File: config.mk
export PLATFORM = sky130hd
export DESIGN_NAME = demux32_4way_buf_flat
export DESIGN_NICKNAME = d
export VERILOG_FILES = /design/src/rtl/demux32_4way_buf_if.sv /design/src/rtl/demux32_4way_buf.sv /design/src/flat_wrapper.sv
export SDC_FILE = /design/constraint.sdc
export NUM_CORES = 1
export LEC_CHECK = 0
export CORE_MARGIN = 1.5
export CORE_UTILIZATION = 33
export DETAILED_ROUTE_END_ITERATION = 8
export PLACE_DENSITY = 0.67
export RECOVER_POWER = 25
export SYNTH_ARGS = -nofsm -noshare
export SYNTH_HDL_FRONTEND = slang
export SYNTH_SLANG_ARGS = --single-unit
File: constraint.sdc
create_clock -name clk -period 6.9 [get_ports clk]
set_clock_uncertainty 0.05 [all_clocks]
set_input_delay 0.69 -clock clk [delete_from_list [all_inputs] [get_ports clk]]
set_output_delay 0.69 -clock clk [all_outputs]
set_load 0.03 [all_outputs]
File: src/rtl/demux32_4way_buf_if.sv
// Bus bundle for demux32_4way_buf: the single input port plus the four buffered output lanes.
// The DUT connects through the slave modport and the producer/consumer side through master.
interface demux32_4way_buf_if;
  logic [31:0] in_data;
  logic [1:0]  in_select;
  logic        in_valid;
  logic        in_ready;
  logic [31:0] out_a;
  logic [31:0] out_b;
  logic [31:0] out_c;
  logic [31:0] out_d;
  logic [3:0]  out_valid;
  logic [3:0]  out_ready;
  logic [15:0] stall_count;

  modport slave (
    input  in_data,
    input  in_select,
    input  in_valid,
    output in_ready,
    output out_a,
    output out_b,
    output out_c,
    output out_d,
    output out_valid,
    input  out_ready,
    output stall_count
  );

  modport master (
    output in_data,
    output in_select,
    output in_valid,
    input  in_ready,
    input  out_a,
    input  out_b,
    input  out_c,
    input  out_d,
    input  out_valid,
    output out_ready,
    input  stall_count
  );
endinterface

File: src/rtl/demux32_4way_buf.sv
// 1-to-4 demultiplexer with a one-word holding register per lane and per-lane backpressure.
// Optional input-stall counter is enabled by defining DEMUX32_STALL_CNT_EN.
module demux32_4way_buf (
  input  logic                    clk,
  input  logic                    reset,
  input  logic                    flush,
  demux32_4way_buf_if.slave       bus
);

  logic [3:0]  r_full;
  logic [31:0] r_data [4];

  logic [3:0]  w_selOneHot;
  logic        w_inReady;
  logic        w_accept;
  logic [3:0]  w_load;
  logic [3:0]  w_drain;
  logic [3:0]  w_fullNext;

  always_comb begin
    w_selOneHot = 4'b0000;
    w_selOneHot[bus.in_select] = 1'b1;
  end

  // A lane can take a word if it is empty or is being emptied in this same cycle.
  assign w_inReady = ~flush & (~r_full[bus.in_select] | bus.out_ready[bus.in_select]);
  assign w_accept  = bus.in_valid & w_inReady;
  assign w_load    = w_selOneHot & {4{w_accept}};
  assign w_drain   = r_full & bus.out_ready & {4{~flush}};

  always_comb begin
    w_fullNext = r_full;
    if (flush) begin
      w_fullNext = 4'b0000;
    end else begin
      for (int i = 0; i < 4; i++) begin
        w_fullNext[i] = w_load[i] | (r_full[i] & ~w_drain[i]);
      end
    end
  end

  always_ff @(posedge clk or posedge reset) begin
    if (reset) begin
      r_full <= 4'b0000;
      for (int i = 0; i < 4; i++) begin
        r_data[i] <= 32'h0;
      end
    end else begin
      r_full <= w_fullNext;
      for (int i = 0; i < 4; i++) begin
        if (w_load[i]) begin
          r_data[i] <= bus.in_data;
        end
      end
    end
  end

`ifdef DEMUX32_STALL_CNT_EN
  logic [15:0] r_stallCount;

  // Saturating count of cycles where a valid input was held off.
  always_ff @(posedge clk or posedge reset) begin
    if (reset) begin
      r_stallCount <= 16'h0;
    end else if (flush) begin
      r_stallCount <= 16'h0;
    end else if (bus.in_valid && !w_inReady && (r_stallCount != 16'hFFFF)) begin
      r_stallCount <= r_stallCount + 16'h1;
    end
  end

  assign bus.stall_count = r_stallCount;
`else
  assign bus.stall_count = 16'h0;
`endif

  assign bus.in_ready  = w_inReady;
  assign bus.out_valid = r_full;
  assign bus.out_a     = r_data[0];
  assign bus.out_b     = r_data[1];
  assign bus.out_c     = r_data[2];
  assign bus.out_d     = r_data[3];

endmodule

File: src/flat_wrapper.sv
// flat-port wrapper written by rule: the top's interface ports become plain ports
module demux32_4way_buf_flat 
  (clk, reset, flush, bus_in_data, bus_in_select, bus_in_valid, bus_in_ready, bus_out_a, bus_out_b, bus_out_c, bus_out_d, bus_out_valid, bus_out_ready, bus_stall_count);
  demux32_4way_buf_if bus_i ();
  input  logic clk;
  input  logic reset;
  input  logic flush;
  input wire logic [$bits(bus_i.in_data)-1:0] bus_in_data;
  input wire logic [$bits(bus_i.in_select)-1:0] bus_in_select;
  input wire logic [$bits(bus_i.in_valid)-1:0] bus_in_valid;
  output wire logic [$bits(bus_i.in_ready)-1:0] bus_in_ready;
  output wire logic [$bits(bus_i.out_a)-1:0] bus_out_a;
  output wire logic [$bits(bus_i.out_b)-1:0] bus_out_b;
  output wire logic [$bits(bus_i.out_c)-1:0] bus_out_c;
  output wire logic [$bits(bus_i.out_d)-1:0] bus_out_d;
  output wire logic [$bits(bus_i.out_valid)-1:0] bus_out_valid;
  input wire logic [$bits(bus_i.out_ready)-1:0] bus_out_ready;
  output wire logic [$bits(bus_i.stall_count)-1:0] bus_stall_count;
  assign bus_i.in_data = bus_in_data;
  assign bus_i.in_select = bus_in_select;
  assign bus_i.in_valid = bus_in_valid;
  assign bus_in_ready = bus_i.in_ready;
  assign bus_out_a = bus_i.out_a;
  assign bus_out_b = bus_i.out_b;
  assign bus_out_c = bus_i.out_c;
  assign bus_out_d = bus_i.out_d;
  assign bus_out_valid = bus_i.out_valid;
  assign bus_i.out_ready = bus_out_ready;
  assign bus_stall_count = bus_i.stall_count;
  demux32_4way_buf u_core (.clk(clk), .reset(reset), .flush(flush), .bus(bus_i));
endmodule
==> results.yml, run 1 <==
run_status:
  status: "finished, violations left"
  violations: "max-capacitance violations, max-slew violations"
timing:
  rsz0062_at_grt: "no"
  tns_ps: 0
  fin_hold_ws_ps: 439
  setup_violations: 0
  hold_violations: 0
  slew_headroom: -0.775
  period_needed_ps: 3460
  max_freq_mhz: 289
  fin_ws_ps: 3440
  fin_crit_sh: 0.501
  worst_pin_slew_ps: 2650
  slew_violations: 60
die:
  row_count: 45
  start_util: 0.339
  die-area_um2: 16400
  core_um2: 15200
  io_pins: 191
  fp.dieH_um: 128
  die_width_um: 128
cells_and_area:
  diodes: 0
  fin_nets: 543
  fin_util: 0.507
  drive_above_1_share: 0.323
  finalNonFillerCells: 702
  final_cell_area_um2: 7700
  area_delta_synth_final_pct: 49.5
power_and_ir_drop:
  total_power_mw: 3.01
  p_per_area_nw_per_um2: 391
  p_leak_nw: 3.28
  vdd_ir_drop_max_v: 0.000226
logic_synthesis:
  synthCells: 320
  synth-seq-cells: 132
  yosysSeqAreaShare: 0.641
  synthTopCellsByArea: "dfrtp_1, mux2_2, buf_4"
  yosysTopAreaCellShare: 0.641
  synthDistinctLibCells: 23
  synth_edf_count: 0
  synth.most_common_cell: "dfrtp_1"
  yosys.area.top_type: "dfrtp_1"
  ys_warn_count: 0
  async_flop_share: 1.00
  synthFlopType: "dfrtp_1"
  avgSynthCellArea_um2: 16.1
  synth_commonest_cells: "dfrtp_1, mux2_2, buf_4"
  syn_area_um2: 5150
worst_setup_path:
  path_delay_family: "buffers and inverters"
  critPathSlowestCell: "dlygate4sd3_1"
  r2r_setup_slack_ps: 4820
  cpPeakStageDelay_ps: 670
  startpoint_type: "primary input"
  path_cells: "dlygate4sd3_1 > or3b_2 > a21boi_0 > nor4_1 > clkdlybuf4s50_1"
  rr_endpoint: "u_core.bus.out_c[24]"
  reg2regPathDepth: 3
  crit_required_ps: 6160
  crit_end: "bus_in_ready"
  worstPathArrival_ps: 2720
  critPathKind: "primary input to output port"
  cp-end-kind: "output port"
  path_depth: 5
  critPathBufInv: 2
  r2r_start: "u_core.bus.out_valid[2]"
  cp_max_fo: 9
  cp-startpoint: "bus_in_select[1]"
clock_tree:
  clk_pin_slew_worst_paths_ps: 60
  cts_hold_buf: 0
  cts_tree: "built"
  ctsResizeCount: 0
  clk_latency_ps: 400
  cts-buffers-inserted: 17
  postCtsSetupBuffers: 0
  cts.root.buffer_cell: "clkbuf_16"
  h-tree-depth: 4
  clk_path_buf_depth: 2
  clkSinkCount: 132
placed_design:
  dpl_worst_slack_ps: 3520
  port_buffers: 174
  placed_area_um2: 7010
  dp.final_hpwl_um: 7690
  placedCellCount: 670
  gp_congestion: 0.743
routing:
  routedWlPerCell_um: 16.6
  via_count: 3250
  drt_iter0_drc: 114
  wirelength_um: 11700
  ant_nets: 0
  vias_per_cell: 4.63
  drc: 0
  drt-pass1-iter-count: 4
grt:
  grt_overflow: 0
  grt_pass1_vias: 3526
  grtUsageTotal: 0.149
  grt_max_degree: 75
  grt_pass1_wl_um: 18800
  antenna_found_initial: 0
hold_path:
  hp-class: "flop to flop"
flow_run:
  drv_cap: 1
cell type report:
class,instances,area (µm²)
Clock buffer,19,443
Clock inverter,13,253
Fill cell,1268,7500
Inverter,2,8.76
Multi-Input combinational cell,171,1700
Sequential cell,132,3300
Tap cell,188,235
Timing Repair Buffer,177,1760
worst register-to-register path: stages, from the launching register on:
cell and delay, ps:
dfrtp_1 370, nand2b_1 140, nand3_2 760, mux2_1 640
cell usage in the layout (no fill, tap or decap), types with 3 or more instances in the layout:
cell type,n
clkbuf_16,17
nand2_1,3
dlygate4sd3_1,39
buf_4,3
bufinv_16,7
mux2_1,3
conb_1,16
mux2_2,125
nor2_1,3
clkdlybuf4s50_1,135
nor2b_1,4
dfrtp_1,132
logic make-up after synthesis:
group                  synth area share
buffers and inverters            0.0435
muxes                             0.280
DFF                               0.641
AOI/OAI and AO/OA               0.00583
other                          0.000728
and+or+nand+nor                  0.0291
state kept, by name, summed over array words and instances (netlist names):
register              flops
u_core.bus.out_d         32
u_core.bus.out_b         32
u_core.bus.out_a         32
u_core.bus.out_c         32
u_core.bus.out_valid      4
layer usage:
metal / vias up / routed length (µm) / track usage
met5: - / 0 / 0
met4: 0 / 114 / 0.0443
met3: 11 / 955 / 0.0647
met2: 130 / 5540 / 0.239
met1: 1653 / 5080 / 0.182
li1: 1456 / - / -
worst min path at each step:
| stage | start | end | slack [ps] | depth (start not counted) |
|---|---|---|---|---|
| after floorplan | u_core.bus.out_d[24] | u_core.bus.out_d[24] | 640 | 1 |
| after global placement | u_core.bus.out_d[24] | u_core.bus.out_d[24] | 430 | 1 |
| after detailed placement | u_core.bus.out_d[25] | u_core.bus.out_d[25] | 430 | 1 |
| after CTS | u_core.bus.out_d[25] | u_core.bus.out_d[25] | 440 | 1 |
| after global routing | u_core.bus.out_c[29] | u_core.bus.out_c[29] | 460 | 1 |
| final | u_core.bus.out_d[25] | u_core.bus.out_d[25] | 440 | 1 |
report_power, final:
part	leakage, nW	internal (mW)	total (mW)	switching, mW
registers	1.59	0.944	1.03	0.0876
logic	1.36	0.410	0.927	0.517
clock network	0.334	0.724	1.05	0.330
total	3.28	2.08	3.01	0.935
Power figures use the tool's default switching activity.
==> run 2, diff against run 1 <==
- clock period: 6.9 -> 3.3 ns (I/O delays scaled with it)
==> results.yml, run 2 (synthesis gave the netlist of run 1 again) <==
worst_setup_path:
  worstPathArrival_ps: 2310
  critPathSlowestCell: "clkdlybuf4s50_1"
  critPathKind: "primary input to output port"
  cp-end-kind: "output port"
  critPathBufInv: 2
  critPathMostFrequentCell: "clkdlybuf4s50_1"
  path_delay_family: "buffers and inverters"
  startpoint_type: "primary input"
  crit_required_ps: 2920
  path_cells: "clkdlybuf4s50_1 > or3b_2 > a21boi_0 > nor4_1 > clkdlybuf4s50_1"
  cp_max_fo: 9
  cpPeakStageDelay_ps: 610
timing:
  tns_ps: 0
  setup_violations: 0
  rsz0062_at_grt: "no"
  worst_pin_slew_ps: 1790
  slew_headroom: -0.196
  max_freq_mhz: 372
  hold_violations: 0
  period_needed_ps: 2690
  slew_violations: 133
  fin_crit_sh: 0.816
  fin_ws_ps: 609
grt:
  grt_max_degree: 133
  antenna_found_initial: 0
  grt_pass1_wl_um: 19600
  grtUsageTotal: 0.158
  grt_overflow: 0
  grt_pass1_vias: 3602
clock_tree:
  cts_tree: "built"
  cts-buffers-inserted: 17
  ctsResizeCount: 0
  postCtsSetupBuffers: 0
  cts_hold_buf: 0
  clk_path_buf_depth: 2
  clkSinkCount: 132
  clk_latency_ps: 410
  h-tree-depth: 4
  clk_pin_slew_worst_paths_ps: 50
  cts.root.buffer_cell: "clkbuf_16"
placed_design:
  gp_congestion: 0.785
  dp.final_hpwl_um: 8690
  placed_area_um2: 7070
  placedCellCount: 675
  port_buffers: 174
  dpl_worst_slack_ps: 626
routing:
  vias_per_cell: 4.60
  via_count: 3237
  ant_nets: 0
  drt_iter0_drc: 116
  drt-pass1-iter-count: 4
  drc: 0
  routedWlPerCell_um: 17.5
  wirelength_um: 12300
die:
  die_width_um: 128
  row_count: 45
  start_util: 0.339
  io_pins: 191
  core_um2: 15200
  fp.dieH_um: 128
  die-area_um2: 16400
power_and_ir_drop:
  p_per_area_nw_per_um2: 768
  p_leak_nw: 3.21
  vdd_ir_drop_max_v: 0.000404
cells_and_area:
  layout.cells.most_common: "clkdlybuf4s50_1"
  layout_common_cells: "clkdlybuf4s50_1, dfrtp_1, mux2_2, clkbuf_16, conb_1"
  fin_nets: 548
  area_delta_synth_final_pct: 47.0
  final_cell_area_um2: 7580
  diodes: 0
  drive_above_1_share: 0.320
  finalNonFillerCells: 704
run_status:
  violations: "max-capacitance violations, max-slew violations"
  status: "finished, violations left"
flow_run:
  drv_cap: 1
hold_path:
  hp-class: "flop to flop"
## run 2: stage by stage
stage	total power, mW	hold slack (ps)	utilization
after floorplan	3.28	343	-
after global placement	4.16	426	0.465
after detailed placement	4.20	430	0.465
after CTS	5.90	442	0.499
after global routing	6.08	459	0.498
final	5.82	436	0.498
## run 2: area by class of cell
cell class	count	area [µm²]
Clock buffer	22	454
Clock inverter	7	60.1
Fill cell	1324	7630
Inverter	2	11.3
Multi-Input combinational cell	171	1700
Sequential cell	132	3300
Tap cell	188	235
Timing Repair Buffer	182	1810
## run 2: final timing paths
kind,start,end,slack [ps],cells after the start
max in group asynchronous,reset,u_core.bus.out_c[10],1030,3
max,bus_in_select[1],bus_in_ready,610,5
min in group asynchronous,reset,u_core.bus.out_d[20],1010,3
min,u_core.bus.out_d[24],u_core.bus.out_d[24],440,1
min reg2reg,u_core.bus.out_d[24],u_core.bus.out_d[24],440,1
max reg2reg,u_core.bus.out_valid[0],u_core.bus.out_a[28],1550,4
## run 2: routing by layer
| layer | wire (µm) | GRT usage | vias to the layer above |
|---|---|---|---|
| met2 | 6190 | 0.260 | 114 |
| met4 | 265 | 0.0674 | 0 |
| met5 | 0 | 0 | - |
| met1 | 4880 | 0.181 | 1638 |
| li1 | - | - | 1466 |
| met3 | 977 | 0.0693 | 19 |
## run 2: where the power goes
| group | switching (mW) | internal (mW) |
|---|---|---|
| combinational | 1.09 | 0.896 |
| clock | 0.635 | 1.03 |
| sequential | 0.191 | 1.98 |
| total | 1.92 | 3.90 |
==> run 3, diff against run 2 <==
- PLACE_DENSITY: 0.67 -> 0.69
- clock period: 3.3 -> 2.2 ns (I/O delays scaled with it)
==> results.yml, run 3 (synthesis gave the netlist of run 1 again) <==
worst_setup_path:
  cp_max_fo: 3
  rr_endpoint: "u_core.bus.out_b[15]"
  crit_required_ps: 1930
  path_cells: "or3b_2 > a21boi_1 > nor4_1 > dlygate4sd2_1"
  cp-end-kind: "output port"
  critPathSlowestCell: "or3b_2"
  startpoint_type: "flop"
  reg2regPathDepth: 4
  r2r_setup_slack_ps: 520
  r2r_start: "u_core.bus.out_valid[1]"
  critPathKind: "flop to output port"
  cpPeakStageDelay_ps: 440
  worstPathArrival_ps: 1780
placed_design:
  gp_congestion: 0.735
  placed_area_um2: 7150
  port_buffers: 174
  dpl_worst_slack_ps: -37.1
  dp.final_hpwl_um: 8370
grt:
  grt_pass1_vias: 3636
  grt_max_degree: 72
  grt_pass1_wl_um: 19400
  antenna_found_initial: 0
  grt_overflow: 0
  grtUsageTotal: 0.155
die:
  fp.dieH_um: 128
  die-area_um2: 16400
  io_pins: 191
  start_util: 0.339
  row_count: 45
  core_um2: 15200
  die_width_um: 128
routing:
  via_count: 3303
  vias_per_cell: 4.64
  drc: 0
  drt-pass1-iter-count: 4
  wirelength_um: 11900
  drt_iter0_drc: 111
  ant_nets: 0
  routedWlPerCell_um: 16.7
timing:
  slew_headroom: 0.229
  rsz0062_at_grt: "no"
  fin_hold_ws_ps: 201
  slew_violations: 0
  hold_violations: 0
  worst_pin_slew_ps: 1160
  fin_crit_sh: 0.934
  tns_ps: 0
  period_needed_ps: 2050
  setup_violations: 0
  fin_ws_ps: 146
  max_freq_mhz: 487
hold_path:
  hp-class: "primary input to asynchronous set/reset pin"
clock_tree:
  postCtsSetupBuffers: 0
  clk_path_buf_depth: 2
  cts_hold_buf: 0
  clk_latency_ps: 400
  h-tree-depth: 4
  cts_tree: "built"
  cts-buffers-inserted: 17
  cts.root.buffer_cell: "clkbuf_16"
  clkSinkCount: 132
  clk_pin_slew_worst_paths_ps: 60
cells_and_area:
  diodes: 0
  area_delta_synth_final_pct: 49.8
  layout.cells.most_common: "clkdlybuf4s50_1"
  fin_nets: 553
  final_cell_area_um2: 7720
  drive_above_1_share: 0.336
  layout_common_cells: "clkdlybuf4s50_1, dfrtp_1, mux2_2, clkbuf_16, conb_1"
power_and_ir_drop:
  p_per_area_nw_per_um2: 1170
  vdd_ir_drop_max_v: 0.000560
  p_leak_nw: 3.26
flow_run:
  drv_cap: 0
run_status:
  status: "complete, no violations"
-- run 3: cell count changes in the layout (fill, tap and decap cells not counted), moves of 2 or more --
cell        previous run  this run
clkinvlp_4             1         4
clkbuf_1               4         1
buf_12                 1         3
clkinv_2               6         4
buf_4                  6         8
bufinv_16              1         3
-- run 3: final cells by class --
cell class              instances  area, µm²
inverters                       2       8.76
fillers                      1289       7480
flip-flops and latches        132       3300
multi-input cells             171       1700
clock buffers                  19        443
well taps                     188        235
repair buffers                187       1870
clock inverters                13        158
-- run 3: critical path, delay by kind of cell, from the launching register on --
kind	cells	cell delay, ps
simple gates	2	510
compound gates	1	150
buf+inv	1	350
flops	1	370
-- run 3: power breakdown --
group          internal [mW]  total, mW  switching (mW)  leakage (nW)
Combinational           1.35       2.97            1.62          1.39
Sequential              2.96       3.25           0.290          1.59
Clock                   1.81       2.82            1.02         0.285
-- run 3: through the flow --
step            util  cells  power [mW]
3_5_place_dp   0.470    680        6.29
6_report       0.508    712        9.04
5_1_grt        0.508    712        9.46
4_1_cts        0.510    712        9.18
3_3_place_gp   0.470    680        6.24
2_1_floorplan      -    335        4.92
-- run 3: timing repair --
item / 4_1_cts / 5_1_grt
endpoints found under the setup margin: 1 / 1
endpoints found under the hold margin: 0 / 0
resized for setup: 1 / 1
-- run 3: how the worst max path moves through the flow --
stage	from	to	cells past startpoint
after floorplan	u_core.bus.out_valid[1]	bus_in_ready	3
after global placement	bus_in_select[1]	bus_in_ready	5
after detailed placement	bus_in_select[1]	bus_in_ready	6
after CTS	u_core.bus.out_valid[1]	bus_in_ready	4
after global routing	u_core.bus.out_valid[1]	bus_in_ready	4
final	u_core.bus.out_valid[1]	bus_in_ready	4
-- run 3: per-layer routing --
layer  GRT usage  up-vias  part of all wire
li1            -     1482                 -
met1       0.182     1699              0.41
met2       0.263      115              0.52
met3      0.0614        7             0.068
met4      0.0456        0            0.0075
met5           0        -                 0
